File: src/rtl/mem_arb_pkg.sv
// rtl/mem_arb_pkg.sv - shared command encodings, arbiter state and owner types
package mem_arb_pkg;

    typedef logic [1:0] mem_cmd_t;

    // Same encoding the CPU state machine drives on its memory command outputs.
    localparam mem_cmd_t MEM_NONE = 2'b00;
    localparam mem_cmd_t MEM_WR   = 2'b01;
    localparam mem_cmd_t MEM_RD   = 2'b10;

    typedef enum logic [1:0] {
        IDLE  = 2'd0,
        ISSUE = 2'd1,
        WAIT  = 2'd2,
        ACK   = 2'd3
    } arb_state_t;

    typedef enum logic {
        CPU = 1'b0,
        DMA = 1'b1
    } owner_t;

    function automatic logic cmd_legal(input mem_cmd_t cmd);
        return (cmd == MEM_WR) || (cmd == MEM_RD);
    endfunction

endpackage

File: src/rtl/mem_arbiter_if.sv
// rtl/mem_arbiter_if.sv - requester, RAM and status signals of the two-port memory arbiter
interface mem_arbiter_if
    import mem_arb_pkg::*;
#(
    parameter int ADDR_W = 9,
    parameter int DATA_W = 16
);
    logic              cpu_req;
    mem_cmd_t          cpu_cmd;
    logic [ADDR_W-1:0] cpu_addr;
    logic [DATA_W-1:0] cpu_wdata;
    logic              cpu_ack;
    logic [DATA_W-1:0] cpu_rdata;
    logic              cpu_err;

    logic              dma_req;
    mem_cmd_t          dma_cmd;
    logic [ADDR_W-1:0] dma_addr;
    logic [DATA_W-1:0] dma_wdata;
    logic              dma_ack;
    logic [DATA_W-1:0] dma_rdata;
    logic              dma_err;

    mem_cmd_t          mem_cmd;
    logic [ADDR_W-1:0] mem_addr;
    logic [DATA_W-1:0] mem_wdata;
    logic [DATA_W-1:0] mem_rdata;

    logic              owner;
    logic              busy;

    modport master (
        input  cpu_req, cpu_cmd, cpu_addr, cpu_wdata,
        input  dma_req, dma_cmd, dma_addr, dma_wdata,
        input  mem_rdata,
        output cpu_ack, cpu_rdata, cpu_err,
        output dma_ack, dma_rdata, dma_err,
        output mem_cmd, mem_addr, mem_wdata,
        output owner, busy
    );

    modport slave (
        output cpu_req, cpu_cmd, cpu_addr, cpu_wdata,
        output dma_req, dma_cmd, dma_addr, dma_wdata,
        output mem_rdata,
        input  cpu_ack, cpu_rdata, cpu_err,
        input  dma_ack, dma_rdata, dma_err,
        input  mem_cmd, mem_addr, mem_wdata,
        input  owner, busy
    );

endinterface

File: src/rtl/mem_arbiter.sv
// rtl/mem_arbiter.sv - round-robin CPU/DMA arbiter sequencing one RAM port with fixed read latency
module mem_arbiter
    import mem_arb_pkg::*;
#(
    parameter int ADDR_W = 9,
    parameter int DATA_W = 16,
    parameter int RD_LAT = 1
) (
    input  logic          clk,
    input  logic          reset,
    mem_arbiter_if.master bus
);

    localparam logic [1:0] LAT_LOAD = 2'(RD_LAT - 1);

    arb_state_t        state;
    owner_t            owner_q;
    owner_t            grant;
    logic              grant_valid;
    mem_cmd_t          cmd_q;
    mem_cmd_t          sel_cmd;
    mem_cmd_t          mem_cmd_q;
    logic [ADDR_W-1:0] sel_addr;
    logic [ADDR_W-1:0] mem_addr_q;
    logic [DATA_W-1:0] sel_wdata;
    logic [DATA_W-1:0] mem_wdata_q;
    logic [DATA_W-1:0] cpu_rdata_q;
    logic [DATA_W-1:0] dma_rdata_q;
    logic [1:0]        cnt;
    logic              cpu_ack_q;
    logic              dma_ack_q;
    logic              cpu_err_q;
    logic              dma_err_q;

    // On contention the requester that did not hold the last grant wins.
    always_comb begin
        grant_valid = bus.cpu_req | bus.dma_req;
        if (bus.cpu_req && bus.dma_req) begin
            grant = (owner_q == CPU) ? DMA : CPU;
        end else begin
            grant = bus.dma_req ? DMA : CPU;
        end
        sel_cmd   = (grant == DMA) ? bus.dma_cmd   : bus.cpu_cmd;
        sel_addr  = (grant == DMA) ? bus.dma_addr  : bus.cpu_addr;
        sel_wdata = (grant == DMA) ? bus.dma_wdata : bus.cpu_wdata;
    end

    always_ff @(posedge clk or negedge reset) begin
        if (!reset) begin
            state       <= IDLE;
            owner_q     <= DMA;
            cmd_q       <= MEM_NONE;
            mem_cmd_q   <= MEM_NONE;
            mem_addr_q  <= '0;
            mem_wdata_q <= '0;
            cpu_rdata_q <= '0;
            dma_rdata_q <= '0;
            cnt         <= '0;
            cpu_ack_q   <= 1'b0;
            dma_ack_q   <= 1'b0;
            cpu_err_q   <= 1'b0;
            dma_err_q   <= 1'b0;
        end else begin
            cpu_ack_q <= 1'b0;
            dma_ack_q <= 1'b0;
            cpu_err_q <= 1'b0;
            dma_err_q <= 1'b0;
            case (state)
                IDLE: begin
                    if (grant_valid) begin
                        owner_q     <= grant;
                        cmd_q       <= sel_cmd;
                        mem_addr_q  <= sel_addr;
                        mem_wdata_q <= sel_wdata;
                        if (cmd_legal(sel_cmd)) begin
                            mem_cmd_q <= sel_cmd;
                            state     <= ISSUE;
                        end else begin
                            // Illegal command completes without touching the RAM.
                            cpu_ack_q <= (grant == CPU);
                            dma_ack_q <= (grant == DMA);
                            cpu_err_q <= (grant == CPU);
                            dma_err_q <= (grant == DMA);
                            state     <= ACK;
                        end
                    end
                end
                ISSUE: begin
                    if (cmd_q == MEM_WR) begin
                        mem_cmd_q <= MEM_NONE;
                        cpu_ack_q <= (owner_q == CPU);
                        dma_ack_q <= (owner_q == DMA);
                        state     <= ACK;
                    end else begin
                        cnt   <= LAT_LOAD;
                        state <= WAIT;
                    end
                end
                WAIT: begin
                    if (cnt == 2'd0) begin
                        if (owner_q == CPU) begin
                            cpu_rdata_q <= bus.mem_rdata;
                        end else begin
                            dma_rdata_q <= bus.mem_rdata;
                        end
                        mem_cmd_q <= MEM_NONE;
                        cpu_ack_q <= (owner_q == CPU);
                        dma_ack_q <= (owner_q == DMA);
                        state     <= ACK;
                    end else begin
                        cnt <= cnt - 2'd1;
                    end
                end
                ACK: begin
                    state <= IDLE;
                end
                default: begin
                    state <= IDLE;
                end
            endcase
        end
    end

    assign bus.cpu_ack   = cpu_ack_q;
    assign bus.cpu_err   = cpu_err_q;
    assign bus.cpu_rdata = cpu_rdata_q;
    assign bus.dma_ack   = dma_ack_q;
    assign bus.dma_err   = dma_err_q;
    assign bus.dma_rdata = dma_rdata_q;
    assign bus.mem_cmd   = mem_cmd_q;
    assign bus.mem_addr  = mem_addr_q;
    assign bus.mem_wdata = mem_wdata_q;
    assign bus.owner     = owner_q;
    assign bus.busy      = (state != IDLE);

endmodule

File: src/flat_wrapper.sv
// flat-port wrapper written by rule: the top's interface ports become plain ports
module mem_arbiter_flat import mem_arb_pkg::*;
#(
    parameter int ADDR_W = 9,
    parameter int DATA_W = 16,
    parameter int RD_LAT = 1
)
  (clk, reset, bus_cpu_req, bus_cpu_cmd, bus_cpu_addr, bus_cpu_wdata, bus_dma_req, bus_dma_cmd, bus_dma_addr, bus_dma_wdata, bus_mem_rdata, bus_cpu_ack, bus_cpu_rdata, bus_cpu_err, bus_dma_ack, bus_dma_rdata, bus_dma_err, bus_mem_cmd, bus_mem_addr, bus_mem_wdata, bus_owner, bus_busy);
  mem_arbiter_if #(.ADDR_W(ADDR_W), .DATA_W(DATA_W)) bus_i ();
  input  logic clk;
  input  logic reset;
  input wire logic [$bits(bus_i.cpu_req)-1:0] bus_cpu_req;
  input wire logic [$bits(bus_i.cpu_cmd)-1:0] bus_cpu_cmd;
  input wire logic [$bits(bus_i.cpu_addr)-1:0] bus_cpu_addr;
  input wire logic [$bits(bus_i.cpu_wdata)-1:0] bus_cpu_wdata;
  input wire logic [$bits(bus_i.dma_req)-1:0] bus_dma_req;
  input wire logic [$bits(bus_i.dma_cmd)-1:0] bus_dma_cmd;
  input wire logic [$bits(bus_i.dma_addr)-1:0] bus_dma_addr;
  input wire logic [$bits(bus_i.dma_wdata)-1:0] bus_dma_wdata;
  input wire logic [$bits(bus_i.mem_rdata)-1:0] bus_mem_rdata;
  output wire logic [$bits(bus_i.cpu_ack)-1:0] bus_cpu_ack;
  output wire logic [$bits(bus_i.cpu_rdata)-1:0] bus_cpu_rdata;
  output wire logic [$bits(bus_i.cpu_err)-1:0] bus_cpu_err;
  output wire logic [$bits(bus_i.dma_ack)-1:0] bus_dma_ack;
  output wire logic [$bits(bus_i.dma_rdata)-1:0] bus_dma_rdata;
  output wire logic [$bits(bus_i.dma_err)-1:0] bus_dma_err;
  output wire logic [$bits(bus_i.mem_cmd)-1:0] bus_mem_cmd;
  output wire logic [$bits(bus_i.mem_addr)-1:0] bus_mem_addr;
  output wire logic [$bits(bus_i.mem_wdata)-1:0] bus_mem_wdata;
  output wire logic [$bits(bus_i.owner)-1:0] bus_owner;
  output wire logic [$bits(bus_i.busy)-1:0] bus_busy;
  assign bus_i.cpu_req = bus_cpu_req;
  assign bus_i.cpu_cmd = bus_cpu_cmd;
  assign bus_i.cpu_addr = bus_cpu_addr;
  assign bus_i.cpu_wdata = bus_cpu_wdata;
  assign bus_i.dma_req = bus_dma_req;
  assign bus_i.dma_cmd = bus_dma_cmd;
  assign bus_i.dma_addr = bus_dma_addr;
  assign bus_i.dma_wdata = bus_dma_wdata;
  assign bus_i.mem_rdata = bus_mem_rdata;
  assign bus_cpu_ack = bus_i.cpu_ack;
  assign bus_cpu_rdata = bus_i.cpu_rdata;
  assign bus_cpu_err = bus_i.cpu_err;
  assign bus_dma_ack = bus_i.dma_ack;
  assign bus_dma_rdata = bus_i.dma_rdata;
  assign bus_dma_err = bus_i.dma_err;
  assign bus_mem_cmd = bus_i.mem_cmd;
  assign bus_mem_addr = bus_i.mem_addr;
  assign bus_mem_wdata = bus_i.mem_wdata;
  assign bus_owner = bus_i.owner;
  assign bus_busy = bus_i.busy;
  mem_arbiter #(.ADDR_W(ADDR_W), .DATA_W(DATA_W), .RD_LAT(RD_LAT)) u_core (.clk(clk), .reset(reset), .bus(bus_i));
endmodule
File: config.mk
export PLATFORM = sky130hd
export DESIGN_NAME = mem_arbiter_flat
export DESIGN_NICKNAME = d
export VERILOG_FILES = /design/src/rtl/mem_arb_pkg.sv /design/src/rtl/mem_arbiter_if.sv /design/src/rtl/mem_arbiter.sv /design/src/flat_wrapper.sv
export SDC_FILE = /design/constraint.sdc
export NUM_CORES = 1
export LEC_CHECK = 0
export CAP_MARGIN = 20
export CORE_ASPECT_RATIO = 1.5
export CORE_MARGIN = 5
export CORE_UTILIZATION = 43
export CTS_BUF_LIST = sky130_fd_sc_hd__clkbuf_4 sky130_fd_sc_hd__clkbuf_8
export CTS_CLUSTER_SIZE = 16
export DETAILED_ROUTE_END_ITERATION = 8
export PLACE_DENSITY = 0.88
export RECOVER_POWER = 25
export SYNTH_ARGS = -nofsm -noshare
export SYNTH_HDL_FRONTEND = slang
export SYNTH_SLANG_ARGS = --single-unit
File: constraint.sdc
create_clock -name clk -period 2.7 [get_ports clk]
set_clock_uncertainty 0.15 [all_clocks]
set_input_delay 0.81 -clock clk [delete_from_list [all_inputs] [get_ports clk]]
set_output_delay 0.81 -clock clk [all_outputs]
set_load 0.01 [all_outputs]
After elaboration in Yosys (flattened, before gate mapping)
Index checks and enable logic that the tools add are counted.

operators by class
  bitwise gates (word level) = 3
  add/subtract/negate cells = 1
  reductions and logical operators = 13
  equality and inequality tests = 12
  $lt $le $gt $ge = 0
  mux-type cells = 31
  shift operators = 0
  div/mod/pow operators = 0
  multiply operators = 0

operator list
  cell                 count
  $mux 2               10
  $mux 16              1
  $mux 1               14
  $mux 9               1
  $reduce_and 3->1     3
  $ne 2x1->1 const B   4
  $pmux 2 s4           1
  $eq 2x1->1 const B   3
  $eq 2x2->1 const B   3
  $pmux 1 s3           2
  $pmux 2 s3           1
  $reduce_and 5->1     1
  $logic_not 2->1      2
  $ne 2x2->1 const B   2
  $pmux 2 s2           1
  $reduce_and 2->1     2
  $reduce_bool 2->1    2
  $reduce_bool 3->1    1
  $not 1->1            2
  $sub 2x1->2 const B  1
  $logic_and 1x1->1    1
  $logic_or 1x1->1     1
  $or 1x1->1           1

word-level totals
  ROM bits = 0
  register bits = 70
  bits of input ports = 74
  RAM bits = 0
  word-level logic and storage cells = 73
  memories kept = 0
  latch bits = 0
  output and inout bits = 65

Longest topological paths before layout
  depth in word-level cells = 8
  depth in mapped cells = 6
  depth with buffers taken out = 6

Least setup slack after synthesis
OpenSTA, ideal clock, no wires.

  kind = input -> register
  from = in bus_dma_cmd[0]
  to = reg u_core.mem_cmd_q[1] (netlist: u_core.bus.mem_cmd[1])
  arrival = 1684 ps
  setup time = 128 ps
  cell stages on the path = 4
  slack = 739 ps
  buffers on the path = 0
  cells stage by stage = xor2_1 > a211o_2 > nand4_2 > mux2_1

between the ends
  longest elaborated chain between the ends = 5
  elaborated cells between the ends (all ways) = 6
  classes of those cells = 3 x eq/ne; 1 x mux; 2 x reduce/logical

RTL lines
  element                                   RTL line            source
  start, declared                           flat_wrapper.sv:17  input wire logic [$bits(bus_i.dma_cmd)-1:0] bus_dma_cmd;
  $mux 2 (*)                                mem_arbiter.sv:43   sel_cmd = (grant == DMA) ? bus.dma_cmd : bus.cpu_cmd;
  $eq 2x1->1 or $eq 2x2->1 (tied branches)  mem_arb_pkg.sv:24   return (cmd == MEM_WR) || (cmd == MEM_RD);
  $logic_or 1x1->1 (*)                      mem_arb_pkg.sv:24
  $ne 2x1->1 (no line) (*)                  -
  $reduce_and 5->1 (no line) (*)            -
  end signal, assigned                      mem_arbiter.sv:76   mem_cmd_q <= sel_cmd;
  end, declared                             mem_arbiter.sv:22   mem_cmd_t mem_cmd_q;

Mark *: on every way between the ends. The rest lies on a longest branch, timed or not.
A chain may end at the register's enable or synchronous reset.

Worst setup path after layout
  from = reg u_core.state[0]
  to = out bus_busy

between the ends
  longest elaborated chain between the ends = 1

RTL lines
  element                 RTL line            source
  start, declared         mem_arbiter.sv:16   arb_state_t state;
  start signal, assigned  mem_arbiter.sv:50   state <= IDLE;
  start signal, assigned  mem_arbiter.sv:77   state <= ISSUE;
  start signal, assigned  mem_arbiter.sv:84   state <= ACK;
  $reduce_bool 2->1       mem_arbiter.sv:134  assign bus.busy = (state != IDLE);
  end, declared           flat_wrapper.sv:31  output wire logic [$bits(bus_i.busy)-1:0] bus_busy;

Every way passes these cells.

==> out/results.tsv <==
stage	metric	value	unit
power	Psw	1750	uW
layout	Post-Route Utilization	0.677	
synth	main combinational cell family by area after synthesis	multiplexers	
timing	Worst-Margin Slew	1650	ps
place	I/O Buffers	138	
timing	worst hold slack	332	ps
routing	vias per std cell	5.05	
setup_path	WP data required	1740	ps
layout	commonest non-fill, non-tap cell in the layout	clkdlybuf4s50_1	
clock_tree	CTS tree	yes	
job	max capacitance violation total	1	
power	PD cells	1120	nW/um^2
timing	Setup TNS	0	ps
floorplanning	die width	79.4	um
layout	Nets	477	
place	Post-DP HPWL	5800	um
synth	Seq/Total Area, Yosys	0.564	
layout	Non-Filler Instances	482	
timing	minimum clock period after layout	2620	ps
routing	routed len/inst	15.4	um
power	leakage	0.00211	uW
floorplanning	Die Area	9070	um^2
floorplanning	Std-Cell Rows	38	
clock_tree	CTS Hold Bufs	0	
routing	via count	2432	
timing	RSZ-0062 raised after global routing	no	
global_routing	antenna violations before repair	0	
layout	most frequent cells in the layout	clkdlybuf4s50_1 (137), dfrtp_1 (69), nand2_1 (33), mux2_2 (32), mux2i_1 (27)	
synth	Synthesized Nets	332	
synth	Avg Inst Size Synth	12.3	um^2
floorplanning	Starting Density	0.436	
synth	Warnings, synthesis	0	
power	Int Pwr	3660	uW
clock_tree	Reg clk slew, reported paths	70	ps
synth	synth unique cells	39	
setup_path	CP Class	reg -> out	
global_routing	first-pass GRT wire length	11900	um
setup_path	Setup crit end kind	primary output	
synth	multiplexer share of the synthesized area	0.211	
layout	design area	4830	um^2
routing	ANT nets after route	0	
clock_tree	cts repair resizes	0	
global_routing	grt ovf	0	
layout	synthesis-to-finish area growth	55.3	%
clock_tree	total clock buffers created by CTS	9	
clock_tree	clk sinks	70	
timing	Final Slew Violations	71	
layout	layout cells sized above 1	0.167	
clock_tree	clk_lat worst skew	330	ps
power	clock power share	0.187	
power	combinational share of power	0.477	
outcome	outcome	finished, violations left	
timing	Hold Fails Final Rpt	0	
setup_path	CP Data Arrival Time	1660	ps
synth	Post-Syn Instances	252	
power	Seq pwr share	0.336	
power	Max VDD drop	0.650	mV
global_routing	GRT Overall Usage	0.167	
place	Inst Count DP	465	
synth	Mapped Area	3110	um^2
floorplanning	I/O pin cnt	139	
clock_tree	CTS max path bufs	2	
routing	Residual DRC	0	
timing	Setup violations, final	0	
synth	simple-gate portion of the synthesized area	0.0704	
setup_path	crit start category	flop	
setup_path	Max FO, Critical Path	5	
synth	Synth Area in Compound Gates	0.0901	
global_routing	vias in the first global route	2506	
place	Post-DP Area	4590	um^2
clock_tree	# Post-CTS Setup Buffers	0	
clock_tree	Clock Tree Root	clkbuf_8	
clock_tree	CTS H-tree lvls	3	
timing	f_max	0.382	GHz
outcome	violated checks	capacitance limit, slew limit	
routing	Starting DRT DRC Count	91	
min_path	worst min path class	reg -> reg	
synth	synthesis-stage register bit count	70	
floorplanning	CORE AREA	7130	um^2
layout	n_diodes	0	
timing	Final period util	0.970	
timing	max_slew headroom	-0.100	
global_routing	largest net degree at the start of global routing	71	
power	sw frac	0.324	
floorplanning	Die Y	114	um
place	RD Place Congestion	0.792	
routing	TritonRoute pass-1 iters	4	
synth	Synth Area in Adders	0.0241	
synth	Post-Synth XOR/XNOR Area	0.00563	
routing	final WL	7430	um
cell type report:
cell class                      instances  area, um^2
Inverter                                9        33.8
Multi-Input combinational cell        163        1260
Tap cell                               80         100
Sequential cell                        70        1750
Clock buffer                            9         124
Timing Repair Buffer                  144        1440
Clock inverter                          7         120
Fill cell                             559        2300
kinds of logic (layout without fill, tap and decap cells):
group | after synthesis | in the layout
adder cells (fa/ha/maj) | 6 | 6
buffers and inverters | 19 | 169
flip-flops | 70 | 70
XOR/XNOR | 2 | 2
AO/OA/AOI/OAI | 46 | 46
AND/OR/NAND/NOR | 48 | 48
multiplexers | 61 | 61
power groups by stage:
| stage | Clock, uW | Combinational, uW | Sequential, uW |
|---|---|---|---|
| 2_1_floorplan | 0 | 1060 | 2040 |
| 3_3_place_gp | 0 | 2540 | 1820 |
| 3_5_place_dp | 0 | 2610 | 1840 |
| 4_1_cts | 1040 | 2620 | 1830 |
| 5_1_grt | 1080 | 2800 | 1900 |
| 6_report | 1010 | 2580 | 1820 |
through the flow:
step	worst slack, ps	total power (uW)
global placement	123	4360
CTS	54.0	5490
global route	13.5	5780
finish	81.1	5420
floorplan	739	3090
detailed placement	46.2	4460
final timing paths:
kind | slack, ps | depth (start not counted) | end | startpoint
worst max-delay path | 80 | 4 | bus_busy | u_core.state[0]
worst min-delay path | 330 | 2 | u_core.bus.mem_wdata[14] | u_core.bus.mem_wdata[14]
worst min register to register | 330 | 2 | u_core.bus.mem_wdata[14] | u_core.bus.mem_wdata[14]
max in group asynchronous | 580 | 2 | u_core.bus.dma_rdata[5] | reset
worst max register to register | 680 | 7 | u_core.bus.mem_cmd[1] | u_core.state[0]
min in group asynchronous | 820 | 2 | u_core.bus.mem_cmd[0] | reset
worst max-delay path, cell delays in order, from the launching register on:
cell and delay [ps]:
dfrtp_1 380, inv_1 110, ha_1 240, inv_2 70
clkdlybuf4s50_1 540
routing by layer:
| layer | up-vias | wire, um | GRT usage |
|---|---|---|---|
| li1 | 1175 | - | - |
| met1 | 1150 | 2800 | 0.185 |
| met2 | 96 | 3980 | 0.300 |
| met3 | 11 | 473 | 0.0394 |
| met4 | 0 | 168 | 0.0745 |
| met5 | - | 0 | 0 |
sequential cells by signal (all words and copies together) (netlist names):
register and cells:
u_core.bus.mem_cmd 2, u_core.bus.dma_ack 1, u_core.bus.cpu_err 1, u_core.cnt 2, u_core.bus.cpu_ack 1, u_core.bus.mem_addr 9, u_core.bus.cpu_rdata 16, u_core.bus.dma_rdata 16
u_core.bus.owner 1, u_core.state 2, u_core.cmd_q 2, u_core.bus.dma_err 1, u_core.bus.mem_wdata 16
synth_stat cells (all sizes together):
cell	instances	area [um^2]
dfstp	1	26.3
mux2i	27	270
o211ai	2	15.0
nand4	2	18.8
a21boi	2	26.3
mux2	34	387
o31ai	1	7.51
clkbuf	5	18.8
nand2b	1	6.26
nor2	4	15.0
a211o	1	10.0
buf	5	56.3
and2	1	8.76
nand3b	2	15.0
xor2	1	8.76
a21oi	4	20.0
inv	9	33.8
o32a	1	10.0
a22o	2	17.5
and3	1	7.51
nand2	35	136
o21ai	31	159
dfrtp	69	1730
a32oi	1	8.76
ha	6	75.1
xnor2	1	8.76
o22ai	1	6.26
or2	1	6.26
nand3	1	5.00
(Power assumes the default switching activity.)
==> edit: new RTL, config.mk and constraints unchanged <==
`DATA_W` is set to 16 in 3 places; all go to 32.
--- a/src/rtl/mem_arbiter_if.sv
+++ b/src/rtl/mem_arbiter_if.sv
@@ -5,3 +5,3 @@
     parameter int ADDR_W = 9,
-    parameter int DATA_W = 16
+    parameter int DATA_W = 32
 );
--- a/src/rtl/mem_arbiter.sv
+++ b/src/rtl/mem_arbiter.sv
@@ -5,3 +5,3 @@
     parameter int ADDR_W = 9,
-    parameter int DATA_W = 16,
+    parameter int DATA_W = 32,
     parameter int RD_LAT = 1
--- a/src/flat_wrapper.sv
+++ b/src/flat_wrapper.sv
@@ -4,3 +4,3 @@
     parameter int ADDR_W = 9,
-    parameter int DATA_W = 16,
+    parameter int DATA_W = 32,
     parameter int RD_LAT = 1
Interface: changed (6 resized); port bits go from 139 to 235. The function was not compared with the original's and may differ.
==> edit against the unedited design <==
The flow still finishes with violations (capacitance limit, slew limit). Clock power up 48%. Cell area up 64%. Wire length up 79%. Sequential cell count up 48. Fmax up 1.3%. Worst setup slack better by 0.032 ns. Sequential share of layout area up 1.1 points. Core utilization up 1.6 points. Area after synthesis up 59%. Total power up 63%. Combinational power up 64%. Cell count up 65%. Register-to-register slack worse by 0.16 ns. Critical path type unchanged. Critical endpoint is now bus_owner. Largest power group unchanged.
==> edit: results (changes against the unedited design) <==
The run finished, with violations left. The final reports fail on capacitance limit, slew limit. The design internal power came to 5882 uW (+61%). Among all stages on the critical path, the largest delay is contributed by dfstp_2.

Grouping stages by cell kind, the critical path spends the most delay in flip-flops. The final net count came out at 758 (+59%). The number of buffers created by CTS was 17 (+8). The sequential-to-total area share from yosys stat came to 59.68% (+3.3 points). The port buffer count is 234 (+70%). The sequential cell fraction of total power is 35.3% (+1.7 points). The data arrival time of the critical path came to 1.63 ns (-0.03 ns). The average wire per cell in the routed design is 16.75 um (+8.7%). The depth of the worst register-to-register path came out at 6 (-1). The worst hold slack is 0.3285 ns (-0.003663 ns). The global routing usage on met3 came out at 7.772% (+3.8 points). The number of library cell types mapped by synthesis is 33 (-15%).

The placed wire-length estimate after detailed placement came to 10400 um (+79%). The cell leakage power came to 0.003499 uW (+66%). The total design power is 8846 uW (+63%). The share of layout cells above drive strength 1 came out at 17.42% (+0.75 points).

The number of violations reported at the end of detailed-routing iteration 0 is 72 (-21%). The standard cell area after detailed placement is 7530 sq um (+64%). The number of buffers added for setup after CTS is 1 (+1). The met3 routed wirelength came out at 1233 um (+160%). The count of max-cap constraint violations is 1 (unchanged). The mean post-synth cell area came out at 12.82 sq um (+3.9%). The mux cell area share after synthesis is 24.12% (+3.0 points). The compound-gate portion of the synthesized area is 6.547% (-2.5 points). In this run the worst setup path terminates at bus_owner. The number of placed instances with taps included is 760 (+63%).

Tracing the worst setup path back leads to its startpoint at u_core.bus.owner. The first-pass GRT wire length came out at 21650 um (+82%). The post-synthesis share of cell area spent on xor and xnor gates came out at 0.3539% (-0.21 points). The level count of the clock H-tree came out at 4 (+1). The via total after detailed routing came out at 3914 (+61%). The portion of total power attributed to combinational logic came to 47.8% (about the same). The via count of the first global-routing pass came to 4336 (+73%). Sorting the synthesized cells by area gives the leading types as dfrtp_1 59%, mux2_2 14%, mux2i_1 9.1%. The minimum setup slack among reg-to-reg paths came to 0.52 ns (-0.16 ns). The number of max-slew violations in the final report is 27 (-62%).
==> edit: cell count changes after synthesis, moves of 2 or more <==
cell and change:
dfrtp_1 +48, o21ai_0 +38, mux2_2 +31, o21ai_1 -20
mux2i_1 +18, nand2_1 +15, buf_2 +7, clkbuf_1 +5
buf_1 +3, a21oi_1 -2, buf_8 -2, mux2_1 +2
nand2_2 -2, nor2b_1 +2
==> edit: stage by stage <==
| stage | setup WS [ns] | TNS (ns) | util [%] |
|---|---|---|---|
| final | 0.1136 | 0 | 69.29 |
| after global routing | 0.05959 | 0 | 69.29 |
| after CTS | 0.08593 | 0 | 69.32 |
| after detailed placement | -0.2073 | -1.237 | 65.99 |
| after global placement | -0.1002 | -0.1981 | 65.99 |
| after floorplan | 0.3757 | 0 | - |
==> edit: cell type report <==
class / count / area, sq um
fillers: 810 / 3505
repair buffers: 246 / 2475
multi-input cells: 240 / 1889
clock inverters: 14 / 126.4
well taps: 150 / 187.7
clock buffers: 18 / 247.7
inverters: 7 / 26.28
flip-flops and latches: 118 / 2954
